==> src/rtl/fetch_stage.sv <==
// -----------------------------------------------------------------------------
// fetch_stage
//
// Instruction fetch stage of an in-order pipeline. Holds the program counter,
// presents it to instruction memory, and captures the returned instruction
// into the IF/ID pipeline register. Also keeps two saturating performance
// counters for stall and flush cycles.
//
// Each cycle is handled in priority order:
//   1. Flush.
//   2. Instruction memory not ready.
//   3. Normal PCWrite / IDWrite control from hazard detection.
//
// Ports
//   clk          in   clock, all state updates on the rising edge
//   rst_n        in   asynchronous active-low reset
//   PCWrite      in   PC update enable (hazard unit)
//   IDWrite      in   IF/ID register update enable (hazard unit)
//   Flush        in   redirect from a taken branch/jump resolved downstream
//   Target       in   redirect address, valid with Flush
//   IMem_Data    in   instruction at IMem_Addr
//   IMem_Ready   in   IMem_Data valid this cycle
//   IMem_Addr    out  current PC (combinational from the PC register)
//   D_PC         out  PC of the instruction held in ID
//   D_PC4        out  D_PC + 4
//   D_Instr      out  instruction held in ID (NOP when a bubble)
//   D_Valid      out  D_Instr is a real instruction
//   Stall_Count  out  saturating count of stall cycles
//   Flush_Count  out  saturating count of flush cycles
// -----------------------------------------------------------------------------
module fetch_stage #(
  parameter int unsigned               DATA_WIDTH = 32,
  parameter logic [DATA_WIDTH-1:0]     RESET_PC   = 32'h0040_0000,
  parameter logic [DATA_WIDTH-1:0]     NOP        = 32'h0000_0013,
  parameter int unsigned               CNT_WIDTH  = 16
) (
  input  logic                  clk,
  input  logic                  rst_n,
  input  logic                  PCWrite,
  input  logic                  IDWrite,
  input  logic                  Flush,
  input  logic [DATA_WIDTH-1:0] Target,
  input  logic [DATA_WIDTH-1:0] IMem_Data,
  input  logic                  IMem_Ready,
  output logic [DATA_WIDTH-1:0] IMem_Addr,
  output logic [DATA_WIDTH-1:0] D_PC,
  output logic [DATA_WIDTH-1:0] D_PC4,
  output logic [DATA_WIDTH-1:0] D_Instr,
  output logic                  D_Valid,
  output logic [CNT_WIDTH-1:0]  Stall_Count,
  output logic [CNT_WIDTH-1:0]  Flush_Count
);

  // Per-cycle action, decoded once so the priority order lives in one place.
  typedef enum logic [1:0] {
    ACT_FLUSH,
    ACT_WAIT,
    ACT_RUN
  } act_e;

  act_e act;

  logic [DATA_WIDTH-1:0] pc_q,      pc_d;
  logic [DATA_WIDTH-1:0] d_pc_q,    d_pc_d;
  logic [DATA_WIDTH-1:0] d_pc4_q,   d_pc4_d;
  logic [DATA_WIDTH-1:0] d_instr_q, d_instr_d;
  logic                  d_valid_q, d_valid_d;
  logic [CNT_WIDTH-1:0]  stall_cnt_q, stall_cnt_d;
  logic [CNT_WIDTH-1:0]  flush_cnt_q, flush_cnt_d;

  logic [DATA_WIDTH-1:0] pc_plus4;
  logic                  stall_evt;

  // Redirect targets are forced word-aligned; the low bits are dropped.
  logic [1:0] unused_target_lsbs;
  assign unused_target_lsbs = Target[1:0];

  // Wraps naturally modulo 2^DATA_WIDTH.
  assign pc_plus4 = pc_q + DATA_WIDTH'(4);

  always_comb begin
    act = ACT_RUN;
    if (Flush) begin
      act = ACT_FLUSH;
    end else if (!IMem_Ready) begin
      act = ACT_WAIT;
    end
  end

  // A stall cycle is any non-flush cycle where the PC does not advance.
  assign stall_evt = !Flush && (!PCWrite || !IMem_Ready);

  always_comb begin
    pc_d      = pc_q;
    d_pc_d    = d_pc_q;
    d_pc4_d   = d_pc4_q;
    d_instr_d = d_instr_q;
    d_valid_d = d_valid_q;

    unique case (act)
      ACT_FLUSH: begin
        pc_d      = {Target[DATA_WIDTH-1:2], 2'b00};
        d_pc_d    = pc_q;
        d_pc4_d   = pc_plus4;
        d_instr_d = NOP;
        d_valid_d = 1'b0;
      end
      ACT_WAIT: begin
        // Memory not ready: PC holds; an enabled IF/ID register takes a
        // bubble, while D_PC/D_PC4 keep their previous values.
        if (IDWrite) begin
          d_instr_d = NOP;
          d_valid_d = 1'b0;
        end
      end
      ACT_RUN: begin
        if (PCWrite) begin
          pc_d = pc_plus4;
        end
        if (IDWrite) begin
          d_pc_d    = pc_q;
          d_pc4_d   = pc_plus4;
          d_instr_d = IMem_Data;
          d_valid_d = 1'b1;
        end
      end
      default: ;
    endcase
  end

  always_comb begin
    stall_cnt_d = stall_cnt_q;
    flush_cnt_d = flush_cnt_q;
    if (stall_evt && (stall_cnt_q != '1)) begin
      stall_cnt_d = stall_cnt_q + CNT_WIDTH'(1);
    end
    if (Flush && (flush_cnt_q != '1)) begin
      flush_cnt_d = flush_cnt_q + CNT_WIDTH'(1);
    end
  end

  always_ff @(posedge clk or negedge rst_n) begin
    if (!rst_n) begin
      pc_q        <= RESET_PC;
      d_pc_q      <= '0;
      d_pc4_q     <= '0;
      d_instr_q   <= NOP;
      d_valid_q   <= 1'b0;
      stall_cnt_q <= '0;
      flush_cnt_q <= '0;
    end else begin
      pc_q        <= pc_d;
      d_pc_q      <= d_pc_d;
      d_pc4_q     <= d_pc4_d;
      d_instr_q   <= d_instr_d;
      d_valid_q   <= d_valid_d;
      stall_cnt_q <= stall_cnt_d;
      flush_cnt_q <= flush_cnt_d;
    end
  end

  assign IMem_Addr   = pc_q;
  assign D_PC        = d_pc_q;
  assign D_PC4       = d_pc4_q;
  assign D_Instr     = d_instr_q;
  assign D_Valid     = d_valid_q;
  assign Stall_Count = stall_cnt_q;
  assign Flush_Count = flush_cnt_q;

endmodule

==> config.mk <==
export PLATFORM = sky130hd
export DESIGN_NAME = fetch_stage
export DESIGN_NICKNAME = d
export VERILOG_FILES = /design/src/rtl/fetch_stage.sv
export SDC_FILE = /design/constraint.sdc
export NUM_CORES = 1
export LEC_CHECK = 0
export CORE_ASPECT_RATIO = 0.9
export CORE_MARGIN = 1
export CORE_UTILIZATION = 32
export CTS_BUF_LIST = sky130_fd_sc_hd__clkbuf_4
export CTS_CLUSTER_DIAMETER = 200
export DETAILED_ROUTE_END_ITERATION = 10
export GPL_TIMING_DRIVEN = 0
export SETUP_SLACK_MARGIN = 0.1
export SYNTH_ARGS = -nofsm -noshare
export SYNTH_HDL_FRONTEND = slang
export SYNTH_SLANG_ARGS = --single-unit
==> constraint.sdc <==
create_clock -name clk -period 4.2 [get_ports clk]
set_input_delay 0.42 -clock clk [delete_from_list [all_inputs] [get_ports clk]]
set_output_delay 0.42 -clock clk [all_outputs]
set_load 0.005 [all_outputs]
==> flow_metrics.env <==
export IMPL_r2r_end="IMem_Addr[18]"
export IMPL_synth_warnings=0
export IMPL_syn_avg_cell_area_um2=9.75
export IMPL_postCtsSetupBuffers=0
export IMPL_clk_path_buf_depth=2
export IMPL_crit_required_ps=4690
export IMPL_worst_clock_skew_ps=20.1
export IMPL_syn_area_um2=7320
export IMPL_hp_class="primary input to flop"
export IMPL_gp_congestion=0.805
export IMPL_dieArea_um2=23500
export IMPL_worst_setup_path_type="flop to flop"
export IMPL_wirelength_um=23300
export IMPL_synth_seq_cells=155
export IMPL_start_util_pct=32.6
export IMPL_io_buffer_count=221
export IMPL_status="completed"
export IMPL_ir_drop_v=0.000227
export IMPL_r2r_start="IMem_Addr[2]"
export IMPL_fmax_mhz=358
export IMPL_viasPerCell=5.07
export IMPL_synth_top_family_by_area="simple AND/OR/NAND/NOR gates"
export IMPL_crit_fanout=10
export IMPL_synth_cell_types=51
export IMPL_finalHoldViolCount=0
export IMPL_swShare_pct=30.2
export IMPL_cts_sinks=155
export IMPL_tritoncts="yes"
export IMPL_drv_cap=0
export IMPL_num_nets_final=1071
export IMPL_root_buffer="clkbuf_4"
export IMPL_drtIter0Drc=421
export IMPL_yosysTopAreaCell="dfrtp_1"
export IMPL_total_leakage_power_uw=0.00420
export IMPL_post_route_period_util_pct=66.6
export IMPL_crit_arrival_ps=3290
export IMPL_vias=6642
export IMPL_grt_pass1_wl_um=36500
export IMPL_synth_simple_gate_area_share_pct=21.2
export IMPL_worst_r2r_path_depth=7
export IMPL_grt_max_degree=91
export IMPL_die_h_um=146
export IMPL_setup_tns_ps=0
export IMPL_post_synth_top_area_fraction_pct=51.6
export IMPL_synth_mux_area_share_pct=1.35
export IMPL_syn_to_final_growth_pct=40.2
export IMPL_hold_depth=3
export IMPL_htreeDepth=4
export IMPL_drive_gt1_share_pct=6.74
export IMPL_wl_per_cell_um=17.8
export IMPL_reg2reg_setup_slack_ps=1400
export IMPL_cp_start_kind="flop"
export IMPL_drtPass1Iterations=5
export IMPL_synthCells=751
export IMPL_finalSetupViolCount=0
export IMPL_max_slew_worst_pin_slew_ps=998
export IMPL_max_slew_margin_pct=32.9
export IMPL_drtAntennaViolNets=0
export IMPL_cp_end_kind="flop"
export IMPL_yosysSeqAreaShare_pct=53.0
export IMPL_gr_total_overflow=0
export IMPL_clkLatencyLatePin_ps=550
export IMPL_placedCellCount=1275
export IMPL_dp_hpwl_um=17000
export IMPL_synth_compound_area_share_pct=14.0
export IMPL_post_cts_resized=0
export IMPL_antenna_found_initial=3
export IMPL_p_comb_share_pct=24.0
export IMPL_synth_xor_area_share_pct=5.50
export IMPL_holdWs_ps=419
export IMPL_yosys_top_cells_count="151 x dfrtp_1, 137 x nand2_1, 43 x o21ai_0"
export IMPL_rsz0062_at_grt="no"
export IMPL_drc=0
export IMPL_p_sw_uw=1130
export IMPL_ios=231
export IMPL_power_share_clock_pct=26.3
export IMPL_power_frac_seq_pct=49.8
export IMPL_hold_path_end="D_Valid"
export IMPL_path_clk_slew_ps=140
export IMPL_post_route_min_period_ps=2800
export IMPL_drv_slew=0
export IMPL_cts_hold_buf=1
export IMPL_yosysMostFrequentCell="dfrtp_1"
export IMPL_die_width_um=161
export IMPL_core_area_um2=22400
export IMPL_min_from="IDWrite"
export IMPL_yosys_most_used_dff="dfrtp_1"
export IMPL_numCtsBuffers=17
export IMPL_fp_row_count=52
export IMPL_track_usage_pct=20.0
export IMPL_instances_no_fill=1309
export IMPL_async_reset_ff_share_pct=100
export IMPL_synthTopCellsByArea="dfrtp_1 52%, nand2_1 7.0%, xnor2_1 3.8%"
export IMPL_synth_edf_count=0
export IMPL_internal_power_uw=2610
export IMPL_synthAdderAreaFrac_pct=0.513
export IMPL_final_core_util_pct=45.7
export IMPL_grt_pass1_vias=6352
export IMPL_pwr_density_cell_nw_per_um2=365
## critical path, stage by stage (launching register included)
cell      delay, ps
dfrtp_1         570
ha_1            300
and3_1          170
clkbuf_1        300
nand4_1         420
clkbuf_1        370
or4_1           520
nand3_1          90
## layout by cell type (no fill, tap or decap), drive strengths merged, types with 9 or more instances in the layout
master and instances:
nand4 31, o211ai 9, nand2 137, nand3 30, nor4 9, a31oi 25, o21ai 43, nor2 42
nor3 10, clkbuf 59, a22o 29, buf 26, or4 20, xor2 14, and3 14, o31ai 16
dfrtp 151, xnor2 32, clkdlybuf4s50 220
## cells by family after synthesis
kind of cell / Yosys count
AO/OA/AOI/OAI: 150
XOR/XNOR: 46
adder cells (fa/ha/maj): 3
buffers and inverters: 70
flip-flops: 155
multiplexers: 9
other: 1
AND/OR/NAND/NOR: 317
## sequential cells by signal (all words and copies together), names as in the netlist
name and count:
D_Valid 1, Stall_Count 16, D_Instr 32, D_PC4 30
D_PC 30, Flush_Count 16, IMem_Addr 30
## worst max-delay path by stage
stage,slack (ps),startpoint,cells past startpoint,end
final,1400,IMem_Addr[2],7,IMem_Addr[18]
after floorplan,2130,IMem_Addr[2],7,IMem_Addr[18]
after CTS,1420,IMem_Addr[2],7,IMem_Addr[18]
after global routing,1270,IMem_Addr[2],7,IMem_Addr[18]
after detailed placement,940,IMem_Ready,6,D_PC[23]
after global placement,-3930,rst_n,1,D_Instr[3]
## area by class of cell
class                   instances  area, µm²
multi-input cells             531       3140
clock buffers                  19        143
fillers                      2224      12200
diodes                          3       7.51
well taps                     297        372
clock inverters                11        148
plain buffers                  64        290
inverters                       6       22.5
flip-flops and latches        155       3880
repair buffers                223       2250
## power by group through the flow
| stage | clock [µW] | combinational (µW) | sequential [µW] |
|---|---|---|---|
| final | 983 | 898 | 1860 |
| after detailed placement | 0 | 905 | 1890 |
| after floorplan | 0 | 339 | 1860 |
| after global routing | 1070 | 992 | 1890 |
| after global placement | 0 | 890 | 1890 |
| after CTS | 1010 | 909 | 1860 |
## metal layers
metal  up-vias  global-route usage [%]  wire length [µm]
li1       3182                       -                 -
met4         0                    4.67               376
met1      3201                    28.1             11000
met2       237                    30.3             10200
met3        22                    5.87              1660
met5         -                       0                 0
## stage by stage
stage | area (µm²) | total power (µW) | setup WS, ps
6_report | 10300 | 3740 | 1400
5_1_grt | 10300 | 3950 | 1270
4_1_cts | 10300 | 3780 | 1420
3_5_place_dp | 9960 | 2790 | 938
3_3_place_gp | 9920 | 2780 | -3930
2_1_floorplan | 7340 | 2200 | 2130
Note: power is estimated with default switching activity, not from simulation.
